--- config.mk ---
export PLATFORM = sky130hd
export DESIGN_NAME = turn_ctrl
export DESIGN_NICKNAME = d
export VERILOG_FILES = /design/src/rtl/turn_ctrl.sv
export SDC_FILE = /design/constraint.sdc
export NUM_CORES = 1
export LEC_CHECK = 0
export CAP_MARGIN = 5
export CORE_MARGIN = 3
export CORE_UTILIZATION = 50
export CTS_BUF_LIST = sky130_fd_sc_hd__clkbuf_4 sky130_fd_sc_hd__clkbuf_8
export DETAILED_ROUTE_END_ITERATION = 6
export PLACE_DENSITY = 0.78
export SLEW_MARGIN = 30
export SYNTH_ARGS = -nofsm -noshare
export SYNTH_HDL_FRONTEND = slang
export SYNTH_SLANG_ARGS = --single-unit
--- constraint.sdc ---
create_clock -name clk -period 1.76 [get_ports clk]
set_input_delay 0.352 -clock clk [delete_from_list [all_inputs] [get_ports clk]]
set_output_delay 0.352 -clock clk [all_outputs]
set_load 0.02 [all_outputs]
--- src/rtl/turn_ctrl.sv ---
// rtl/turn_ctrl.sv - game-flow phase sequencer driving the enemy block's state/turn/rotate inputs
module turn_ctrl #(
  parameter int ANIM_FRAMES          = 30,
  parameter int ENEMY_TIMEOUT_FRAMES = 120,
  parameter int MAX_TURN             = 15
) (
  input  logic       clk,
  input  logic       rst,
  input  logic       frame_start,
  input  logic       start_btn,
  input  logic       player_done,
  input  logic [1:0] player_rotate,
  input  logic       enemy_busy,
  input  logic       enemy_finished,
  output logic [3:0] state_out,
  output logic [3:0] turn_out,
  output logic [1:0] rotate_out,
  output logic       timeout_flag,
  output logic       game_over
);

  // Phase encodings double as the codes seen by the enemy block.
  typedef enum logic [3:0] {
    PH_TITLE       = 4'b0001,
    PH_PLAYER      = 4'b0010,
    PH_PLAYER_ANIM = 4'b0100,
    PH_ENEMY       = 4'b1000,
    PH_GAME_OVER   = 4'b1111
  } phase_t;

  // Last counter values before the animation / enemy phases end.
  localparam logic [7:0] ANIM_LAST    = 8'(ANIM_FRAMES - 1);
  localparam logic [7:0] TIMEOUT_LAST = 8'(ENEMY_TIMEOUT_FRAMES - 1);
  localparam logic [3:0] TURN_LIMIT   = 4'(MAX_TURN);

  phase_t     phase;
  // Only one phase is active at a time, so a single flag remembers the
  // trigger of the current phase until the next frame boundary.
  logic       pending;
  logic [7:0] frame_cnt;

  logic start_go;
  logic done_go;
  logic anim_go;
  logic enemy_normal;
  logic enemy_timeout;
  logic enemy_go;
  logic last_turn;

  assign state_out = phase;

  // A phase may only move on a frame boundary; a trigger in the same cycle counts.
  assign start_go      = frame_start && (pending || start_btn);
  assign done_go       = frame_start && (pending || player_done);
  assign anim_go       = frame_start && (frame_cnt == ANIM_LAST);
  // A busy enemy holds off a normal exit, but never the timeout.
  assign enemy_normal  = frame_start && (pending || enemy_finished) && !enemy_busy;
  assign enemy_timeout = frame_start && (frame_cnt == TIMEOUT_LAST);
  assign enemy_go      = enemy_normal || enemy_timeout;
  // turn_out stays below TURN_LIMIT until game over, so this sum cannot overflow.
  assign last_turn     = (turn_out + 4'd1) == TURN_LIMIT;

  // Phase sequencer with registered outputs, pending flag and frame counter.
  always_ff @(posedge clk or negedge rst) begin
    if (!rst) begin
      phase        <= PH_TITLE;
      pending      <= 1'b0;
      frame_cnt    <= 8'd0;
      turn_out     <= 4'd0;
      rotate_out   <= 2'b00;
      timeout_flag <= 1'b0;
      game_over    <= 1'b0;
    end else begin
      case (phase)
        PH_TITLE: begin
          if (start_go) begin
            phase   <= PH_PLAYER;
            pending <= 1'b0;
          end else if (start_btn) begin
            pending <= 1'b1;
          end
        end

        PH_PLAYER: begin
          // The most recent committed move decides the rotation.
          if (player_done) begin
            rotate_out <= player_rotate;
          end
          if (done_go) begin
            phase     <= PH_PLAYER_ANIM;
            pending   <= 1'b0;
            frame_cnt <= 8'd0;
          end else if (player_done) begin
            pending <= 1'b1;
          end
        end

        PH_PLAYER_ANIM: begin
          if (anim_go) begin
            phase     <= PH_ENEMY;
            pending   <= 1'b0;
            frame_cnt <= 8'd0;
          end else if (frame_start) begin
            frame_cnt <= frame_cnt + 8'd1;
          end
        end

        PH_ENEMY: begin
          if (enemy_go) begin
            pending   <= 1'b0;
            frame_cnt <= 8'd0;
            if (!enemy_normal) begin
              timeout_flag <= 1'b1;
            end
            if (last_turn) begin
              phase     <= PH_GAME_OVER;
              turn_out  <= TURN_LIMIT;
              game_over <= 1'b1;
            end else begin
              phase    <= PH_PLAYER;
              turn_out <= turn_out + 4'd1;
            end
          end else begin
            if (enemy_finished) begin
              pending <= 1'b1;
            end
            if (frame_start) begin
              frame_cnt <= frame_cnt + 8'd1;
            end
          end
        end

        PH_GAME_OVER: begin
          if (start_go) begin
            phase        <= PH_TITLE;
            pending      <= 1'b0;
            turn_out     <= 4'd0;
            rotate_out   <= 2'b00;
            timeout_flag <= 1'b0;
            game_over    <= 1'b0;
          end else if (start_btn) begin
            pending <= 1'b1;
          end
        end

        default: begin
          phase     <= PH_TITLE;
          pending   <= 1'b0;
          frame_cnt <= 8'd0;
          game_over <= 1'b0;
        end
      endcase
    end
  end

endmodule

==> results of run 1 <==
## layout by cell type (no fill, tap or decap), types with 4 or more instances in the layout
cell type and count:
nand2_1 18, o21ai_1 4, nand3_1 4, buf_4 39, dlygate4sd2_1 4, dfrtp_1 19, inv_1 10, nor2_1 5
o21ai_0 9, a21o_1 5, dlymetal6s2s_1 4, clkdlybuf4s50_1 12, clkbuf_4 4
## critical path, stage by stage, from the launching register on
cell and delay (ns):
dfrtp_1 0.42, inv_1 0.07, ha_1 0.16, nor4b_4 0.27, a21oi_4 0.10, a31o_1 0.22
nor3b_2 0.25, buf_4 0.18, mux2i_1 0.19
## stage by stage
stage | total power [mW] | utilization (%) | cells | instance area [um^2]
after floorplan | 1.453 | - | 147 | 1371
after global placement | 1.942 | 72.12 | 226 | 1836
after detailed placement | 1.986 | 72.12 | 226 | 1836
after CTS | 2.357 | 77.63 | 234 | 1976
after global routing | 2.642 | 82.65 | 239 | 2103
final | 2.497 | 82.65 | 239 | 2103
## routing by layer
| layer | wire (um) | global-route usage, % |
|---|---|---|
| met1 | 1700 | 31.05 |
| met3 | 197 | 5.263 |
| met4 | 128 | 10.60 |
| met2 | 2312 | 42.26 |
| met5 | 0 | 0 |
## layout make-up
cell class | instances | area [um^2]
clock buffers | 4 | 30.03
fillers | 153 | 441.7
inverters | 10 | 37.54
multi-input cells | 110 | 893.4
flip-flops and latches | 21 | 528.0
well taps | 30 | 37.54
repair buffers | 64 | 576.8
## logic make-up after synthesis
logic type / after synthesis / share of synthesized area (%)
fa+ha+maj: 4 / 3.653
compound gates: 42 / 20.73
flops: 21 / 38.45
xor+xnor: 4 / 2.558
mux: 4 / 3.287
simple gates: 56 / 25.11
buf+inv: 16 / 6.210
## power by group
group / switching, mW / internal, mW / leakage, nW / total (mW)
clock: 0.159 / 0.104 / 0.0184 / 0.263
combinational: 0.769 / 0.765 / 0.746 / 1.53
sequential: 0.103 / 0.596 / 0.276 / 0.700
total: 1.03 / 1.47 / 1.04 / 2.50
## registers in the layout, summed over array words and instances (netlist names)
register and count:
game_over 1, turn_out 4, timeout_flag 1, frame_cnt 8
pending 1, state_out 4, rotate_out 2
## worst max path at each step
stage / to / slack, ns / cells after the start
5_1_grt: state_out[0] / -0.30 / 9
4_1_cts: state_out[1] / -0.13 / 5
3_3_place_gp: state_out[1] / -0.26 / 6
6_report: state_out[2] / -0.18 / 8
2_1_floorplan: state_out[1] / -0.23 / 6
3_5_place_dp: state_out[2] / -0.35 / 7
## what timing repair did
item / 4_1_cts / 5_1_grt
gates cloned: 1 / 0
setup endpoints to repair: 21 / 22
pin swaps: 3 / 6
gates resized for setup: 17 / 24
buffers inserted: 3 / 5
==> reports/results.ini, run 1 <==
[sta]
hold_viol=0
whs_ns=0.3776
finalCritPeriodShare_pct=110.4
final.setup.tns_ns=-1.533
setup_viol=12
clock_skew_ns=0.002443
worst_slack_ns=-0.1822
finalCriticalPeriod_ns=1.942
fmax_mhz=514.9
rsz0062_at_grt=true
slew-limit-headroom_pct=67.81
drv_slew=0
max_slew.worst_pin.slew_ns=0.4807

[synthesis]
synth_nets=160
ys_ff_latch=21
synth_top_area_share_pct=36.53
async_flop_share_pct=100.0
synth_edf_count=0
yosysWarnings=0
synth_common_cells=dfrtp_1 (20), nand2_1 (18), o21ai_0 (11)
ys_types=46
yosysTopAreaCell=dfrtp_1
syn_inst=147
yosysSeqAreaShare_pct=38.45
yosysMostFrequentCell=dfrtp_1
syn-mean-instance-area_um2=9.320
synth_flop_cell=dfrtp_1
synthesis.area_mm2=0.001370
synth.area.top_cells=dfrtp_1 (37%), nand2_1 (4.9%), o21ai_0 (4.0%), ha_1 (3.7%), nor3b_2 (3.7%)

[setup_path]
crit_required_ns=1.99
arrival_ns=2.18
r2r_slack_ns=-0.18
endpoint_kind=register
path_class=reg -> reg
cp-startpoint=frame_cnt[1]
start_kind=register
r2r_cells=8
r2r_end=state_out[2]
cp_max_fo=3
r2r_start=frame_cnt[1]

[global_route]
overflow=0
grt_usage_pct=25.10
antenna_found_initial=0
grt_pass1_wl_um=6513
grt_pass1_vias=1404
grt_max_degree=22

[power_and_ir_drop]
power_density_mw_per_mm2=1187
p_leak_nw=1.040
irDropWorstVdd_uv=1054

[routing]
drc_errors=0
routedWlPerCell_um=18.15
firstDrtPassIters=4
vias=1427
viasPerCell=5.971
routed_wl_um=4339
ant_nets=0
drtIter0Drc=115

[placed_design]
port_buffers=20
pre_cts_ws_ns=-0.3482
place.gp.congestion=0.9117
dp.final_hpwl_um=2698

[floorplanning]
fp-row-count=18
die_area_mm2=0.003404
fp.dieH_um=58.35
coreArea_mm2=0.002545
start_util_pct=53.83
io_pins=21
die_x_um=58.35

[clock_network]
clock_latency_ns=0.31
cts.reportedPaths.clkPinSlew_ns=0.13
cts_max_path_buffers=2
cts_root_buf=clkbuf_4
htreeDepth=1
hold_buffers=0
cts_sinks=21
cts_buffers=3
cts_tree=done

[min_path]
min-delay-path-class=in -> async

[flow_run]
max_cap_viol_count=0

[run_status]
violations=negative setup slack
run_status=finished, violations left

[finish]
nNetsFinal=223
antenna_cells=0
area_growth_pct=53.52
layout-drive-gt1-share_pct=37.80

(Power assumes the default switching activity.)
==> run 2: changes to the inputs <==
CORE_MARGIN = default   (was 3)
SKIP_LAST_GASP = 1   (was default)
==> run 2 against run 1 <==
Net effect:
- the flow still finishes with violations (negative setup slack)
- wire length fell by 2.6%
- largest cell class unchanged
- via count barely moved
- non-clock buffer count fell by 5
- clock skew rose by 0.0043 ns
- critical path type is now in -> reg
==> reports/results.ini, run 2 (synthesis gave the netlist of run 1 again) <==
[sta]
slew-limit-headroom_pct=67.11  ; was 67.81%
drv_slew=0  ; unchanged
rsz0062_at_grt=true  ; unchanged
hold_viol=0  ; unchanged
finalCritPeriodShare_pct=109.9  ; was 110.4%
finalCriticalPeriod_ns=1.935  ; was 1.942 ns
clock_skew_ns=0.006778  ; was 0.002443 ns
worst_slack_ns=-0.1750  ; was -0.1822 ns
setup_viol=13  ; was 12
fmax_mhz=516.8  ; was 514.9 MHz
final.setup.tns_ns=-1.357  ; was -1.533 ns
max_slew.worst_pin.slew_ns=0.4912  ; was 0.4807 ns

[finish]
nNetsFinal=218  ; was 223
final_common_cell=buf_4  ; unchanged
regMostFlops=frame_cnt  ; unchanged
largest_reg_flops=8  ; unchanged
layout-drive-gt1-share_pct=35.78  ; was 37.80%
area_growth_pct=51.78  ; was 53.52%
antenna_cells=0  ; unchanged
mostFrequentLayoutCells=buf_4 (32), dfrtp_1 (20), nand2_1 (17), clkdlybuf4s50_1 (12), inv_1 (10)  ; was buf_4 (39), dfrtp_1 (19), nand2_1 (18), clkdlybuf4s50_1 (12), inv_1 (10)
final_area_mm2=0.002079  ; was 0.002103 mm^2
utilization_pct=82.44  ; was 82.65%
multi_input_area_um2=909.6  ; was 893.4 um^2
fillerInstances=151  ; was 153
seq_area_um2=526.8  ; was 528.0 um^2

[setup_path]
critical-path-max-stage-delay_ns=0.52  ; was 0.42 ns
critical_path.top_delay_family=buffers and inverters  ; was simple AND/OR/NAND/NOR gates
r2r_slack_ns=-0.18  ; about the same
endpoint_kind=register  ; unchanged
cp-startpoint=frame_start  ; was frame_cnt[1]
cpMostUsedCell=buf_4
path_class=in -> reg  ; was reg -> reg
path_buf_inv=3  ; was 2
r2r_cells=6  ; was 8
r2r_start=state_out[0]  ; was frame_cnt[1]
slowest_stage=clkdlybuf4s50_1  ; was dfrtp_1
crit_end=state_out[2]  ; unchanged
crit_chain=clkdlybuf4s50_1 > buf_4 > o211ai_1 > a31o_1 > nor3b_2 > buf_4 > mux2i_1  ; was inv_1 > ha_1 > nor4b_4 > a21oi_4 > a31o_1 > nor3b_2 > buf_4 > mux2i_1
crit_required_ns=2.02  ; was 1.99 ns
r2r_end=state_out[2]  ; unchanged
start_kind=input pin  ; was register
cp_num_cells=7  ; was 8
cp_max_fo=6  ; was 3
arrival_ns=2.20  ; was 2.18 ns

[routing]
vias=1428  ; was 1,427
routedWlPerCell_um=18.06  ; was 18.15 um
firstDrtPassIters=4  ; unchanged
drc_errors=0  ; unchanged
ant_nets=0  ; unchanged
routed_wl_um=4226  ; was 4339 um
drtIter0Drc=41  ; was 115
viasPerCell=6.103  ; was 5.971

[global_route]
globalRouteMet1Util_pct=29.11  ; was 31.05%
grt_max_degree=22  ; unchanged
grt_usage_pct=27.82  ; was 25.10%
grt_pass1_wl_um=5782  ; was 6513 um
use_met3_pct=3.056  ; was 5.263%
top_usage_layer=met2  ; unchanged
grt_pass1_vias=1316  ; was 1,404
antenna_found_initial=0  ; unchanged
overflow=0  ; unchanged
grt_use_met2_pct=54.47  ; was 42.26%

[run_status]
violations=negative setup slack  ; unchanged
run_status=finished, violations left  ; unchanged

[clock_network]
clock_latency_ns=0.33  ; was 0.31 ns
cts.reportedPaths.clkPinSlew_ns=0.14  ; was 0.13 ns
htreeDepth=1  ; unchanged
cts_root_buf=clkbuf_4  ; unchanged
cts_tree=done  ; unchanged
cts_sinks=21  ; unchanged
cts_buffers=3  ; unchanged
hold_buffers=0  ; unchanged
cts_max_path_buffers=2  ; unchanged

[floorplanning]
die_x_um=54.35  ; was 58.35 um
io_pins=21  ; unchanged
die_area_mm2=0.002953  ; was 0.003404 mm^2
start_util_pct=54.32  ; was 53.83%
fp.dieH_um=54.35  ; was 58.35 um
coreArea_mm2=0.002522  ; was 0.002545 mm^2
fp-row-count=18  ; unchanged

[power_and_ir_drop]
comb_power_share_pct=60.3  ; was 61.5%
p_int_mw=1.400  ; was 1.465 mW
power_density_mw_per_mm2=1177  ; was 1187 mW/mm^2
irDropWorstVdd_uv=1045  ; was 1054 uV
power_frac_seq_pct=28.8  ; was 28.0%
sw_frac_of_total_pct=42.80  ; was 41.31%
p_clk_share_pct=10.9  ; was 10.5%
switching_power_mw=1.047  ; was 1.031 mW
p_leak_nw=0.9870  ; was 1.040 nW

[flow_run]
max_cap_viol_count=0  ; unchanged

[min_path]
min-delay-path-class=in -> async  ; unchanged

[placed_design]
place.gp.congestion=0.8661  ; was 0.9117
dp.final_hpwl_um=2616  ; was 2698 um
place_area_mm2=0.001828  ; was 0.001836 mm^2
port_buffers=20  ; unchanged
pre_cts_ws_ns=-0.3678  ; was -0.3482 ns

==> run 2: worst min-delay path by stage <==
stage	to	cells past startpoint	slack [ns]	start
detailed placement	timeout_flag	2	0.50	timeout_flag
CTS	state_out[1]	2	0.36	rst
finish	state_out[1]	2	0.35	rst
global placement	timeout_flag	2	0.49	timeout_flag
floorplan	frame_cnt[0]	0	0.06	rst
global route	state_out[1]	2	0.38	rst
==> run 2: metrics by stage <==
stage / cells / hold WS (ns) / total power, mW
after floorplan: 147 / 0.05641 / 1.453
after global placement: 225 / 0.4920 / 1.908
after detailed placement: 225 / 0.4965 / 1.959
after CTS: 230 / 0.3605 / 2.243
after global routing: 234 / 0.3802 / 2.586
final: 234 / 0.3460 / 2.447
==> run 2: power by group through the flow <==
stage / Combinational, mW / Clock (mW) / Sequential (mW)
6_report: 1.48 / 0.266 / 0.706
2_1_floorplan: 0.661 / 0 / 0.792
5_1_grt: 1.59 / 0.280 / 0.720
4_1_cts: 1.28 / 0.261 / 0.699
3_5_place_dp: 1.25 / 0 / 0.711
3_3_place_gp: 1.21 / 0 / 0.697
==> run 2: cell type report <==
type	instances	share of cell area (%)
clock buffer	3	1.083
clock inverter	1	0.2407
tap	30	1.805
inverter	10	1.805
multi-input combinational	110	43.74
timing repair buffer	59	25.99
sequential	21	25.33
==> run 2: what timing repair did <==
item,in CTS,in global routing
cloned,0,1
pin swaps,0,14
endpoints found under the setup margin,21,20
gates resized for setup,17,28
setup buffers,1,4
==> run 2: metal layers <==
| metal | part of all wire, % | routed length, um |
|---|---|---|
| met5 | 0 | 0 |
| met4 | 2.2 | 94 |
| met3 | 3.6 | 153 |
| met2 | 53 | 2234 |
| met1 | 41 | 1744 |
==> run 3: changes to the inputs <==
CORE_UTILIZATION = 53   (was 50)
CTS_BUF_LIST = default   (was sky130_fd_sc_hd__clkbuf_4 sky130_fd_sc_hd__clkbuf_8)
PLACE_DENSITY = 0.79   (was 0.78)
clock period = 2 ns   (was 1.76 ns; I/O delays follow)
==> run 3 against run 2 <==
Net effect:
- the run now ends clean
- via count fell by 9.3%
- sequential share of layout area up 4.5 points
- clock-buffer cell count unchanged
- setup slack gained 0.18 ns
- die area is 5.4% lower
==> reports/results.ini, run 3 (synthesis gave the netlist of run 1 again) <==
[finish]
seq_area_um2=529.3  ; was 526.8 um^2
utilization_pct=72.17  ; was 82.44%
final_common_cell=buf_4  ; unchanged
nNetsFinal=201  ; was 218
fillerInstances=187  ; was 151
multi_input_area_um2=772.0  ; was 909.6 um^2
largest_reg_flops=8  ; unchanged
layout-drive-gt1-share_pct=22.46  ; was 35.78%
mostFrequentLayoutCells=buf_4 (22), clkdlybuf4s50_1 (19), nand2_1 (18), dfrtp_1 (18), o21ai_0 (11)  ; was buf_4 (32), dfrtp_1 (20), nand2_1 (17), clkdlybuf4s50_1 (12), inv_1 (10)
area_growth_pct=29.32  ; was 51.78%
regMostFlops=frame_cnt  ; unchanged
antenna_cells=0  ; unchanged

[sta]
finalCritPeriodShare_pct=99.93
worst_slack_ns=0.001425  ; was -0.1750 ns
drv_slew=0  ; unchanged
finalCriticalPeriod_ns=1.999
clock_skew_ns=0.008539  ; was 0.006778 ns
final.setup.tns_ns=0  ; was -1.357 ns
fmax_mhz=500.4
rsz0062_at_grt=true  ; unchanged
slew-limit-headroom_pct=64.11  ; was 67.11%
setup_viol=0  ; was 13
max_slew.worst_pin.slew_ns=0.5308  ; was 0.4912 ns
hold_viol=0  ; unchanged

[placed_design]
pre_cts_ws_ns=-0.2199  ; was -0.3678 ns
place.gp.congestion=0.8300  ; was 0.8661
port_buffers=20  ; unchanged
dp.final_hpwl_um=2489  ; was 2616 um

[power_and_ir_drop]
p_int_mw=1.120  ; was 1.400 mW
power_frac_seq_pct=34.2  ; was 28.8%
comb_power_share_pct=54.6  ; was 60.3%
switching_power_mw=0.7714  ; was 1.047 mW
p_clk_share_pct=11.2  ; was 10.9%
irDropWorstVdd_uv=721.4  ; was 1045 uV
power_density_mw_per_mm2=1067  ; was 1177 mW/mm^2
p_leak_nw=0.8290  ; was 0.9870 nW
sw_frac_of_total_pct=40.79  ; was 42.80%
p_total_mw=1.891  ; was 2.447 mW

[clock_network]
cts_sinks=21  ; unchanged
clock_latency_ns=0.31  ; was 0.33 ns
cts_buffers=3  ; unchanged
cts_max_path_buffers=2  ; unchanged
hold_buffers=0  ; unchanged
htreeDepth=1  ; unchanged
cts.reportedPaths.clkPinSlew_ns=0.13  ; was 0.14 ns
cts_root_buf=clkbuf_4  ; unchanged
cts_tree=done  ; unchanged

[global_route]
grt_max_degree=22  ; unchanged
grt_pass1_vias=1205  ; was 1,316
antenna_found_initial=0  ; unchanged
overflow=0  ; unchanged
grt_usage_pct=27.02  ; was 27.82%
grt_pass1_wl_um=5457  ; was 5782 um

[floorplanning]
die_x_um=52.85  ; was 54.35 um
coreArea_mm2=0.002455  ; was 0.002522 mm^2
die_area_mm2=0.002793  ; was 0.002953 mm^2
fp.dieH_um=52.85  ; was 54.35 um
start_util_pct=55.81  ; was 54.32%
io_pins=21  ; unchanged
fp-row-count=18  ; unchanged

[setup_path]
endpoint_kind=register  ; unchanged
crit_required_ns=2.23  ; was 2.02 ns
arrival_ns=2.23  ; was 2.20 ns
path_class=reg -> reg  ; was in -> reg
cp_max_fo=9  ; was 6
start_kind=register  ; was input pin

[routing]
firstDrtPassIters=4  ; unchanged
routed_wl_um=3290  ; was 4226 um
drtIter0Drc=43  ; was 41
viasPerCell=5.968  ; was 6.103
drc_errors=0  ; unchanged
routedWlPerCell_um=15.16  ; was 18.06 um
ant_nets=0  ; unchanged
vias=1295  ; was 1,428

[run_status]
run_status=completed  ; was finished, violations left

[min_path]
min-delay-path-class=in -> async  ; unchanged

[flow_run]
max_cap_viol_count=0  ; unchanged

[run 3: cell types whose count changed in the layout (fill, tap and decap cells not counted), sizes merged]
| cell | previous run | this run |
|---|---|---|
| clkdlybuf4s15 | 1 | 0 |
| buf | 38 | 22 |
| clkbuf | 4 | 3 |
| dlygate4sd2 | 5 | 0 |
| clkdlybuf4s50 | 12 | 19 |
| dlymetal6s2s | 2 | 1 |
[run 3: area by class of cell]
| class | count | share of cell area [%] |
|---|---|---|
| timing repair buffer | 42 | 20.76 |
| multi-input combinational | 110 | 43.57 |
| clock inverter | 1 | 0.2825 |
| inverter | 10 | 2.119 |
| tap | 30 | 2.119 |
| sequential | 21 | 29.87 |
| clock buffer | 3 | 1.271 |
[run 3: per-layer routing]
layer	global-route usage (%)	part of all wire, %	up-vias
met3	4.058	5.6	12
met4	9.649	2.3	0
met2	49.16	51	55
met5	0	0	-
met1	31.54	41	606
li1	-	-	622
[run 3: path summary, 6_finish.rpt]
path / from / to / slack (ns) / cells past startpoint
setup / recovery: state_out[0] / state_out[2] / 0.001 / 6
hold / removal: rst / state_out[2] / 0.41 / 2
setup reg to reg: state_out[0] / state_out[2] / 0.001 / 6
hold reg to reg: timeout_flag / timeout_flag / 0.52 / 2
max in group asynchronous: rst / state_out[0] / 1.31 / 2
min in group clk: timeout_flag / timeout_flag / 0.52 / 2
[run 3: worst max-delay path, stage by stage, from the launching register on]
cell and delay (ns):
dfstp_2 0.63, or4b_4 0.52, a21oi_1 0.21, o22a_2 0.19
nor3b_2 0.06, buf_4 0.14, mux2i_1 0.17
[run 3: metrics by stage]
step / std cells / area, um^2 / hold slack [ns]
final: 217 / 1772 / 0.4150
after global routing: 217 / 1772 / 0.4422
after CTS: 216 / 1752 / 0.4288
after detailed placement: 212 / 1718 / 0.4921
after global placement: 212 / 1718 / 0.4855
after floorplan: 147 / 1370 / 0.1044
[run 3: what timing repair did]
action                                  in CTS  in global routing
setup buffers                                0                  1
cloned                                       0                  0
endpoints found under the setup margin       1                 10
resized for setup                            1                  4
[run 3: power groups by stage]
stage	clock, mW	combinational (mW)	sequential [mW]
2_1_floorplan	0	0.581	0.697
3_3_place_gp	0	0.975	0.642
3_5_place_dp	0	0.996	0.650
4_1_cts	0.218	1.00	0.640
5_1_grt	0.241	1.12	0.661
6_report	0.212	1.03	0.647
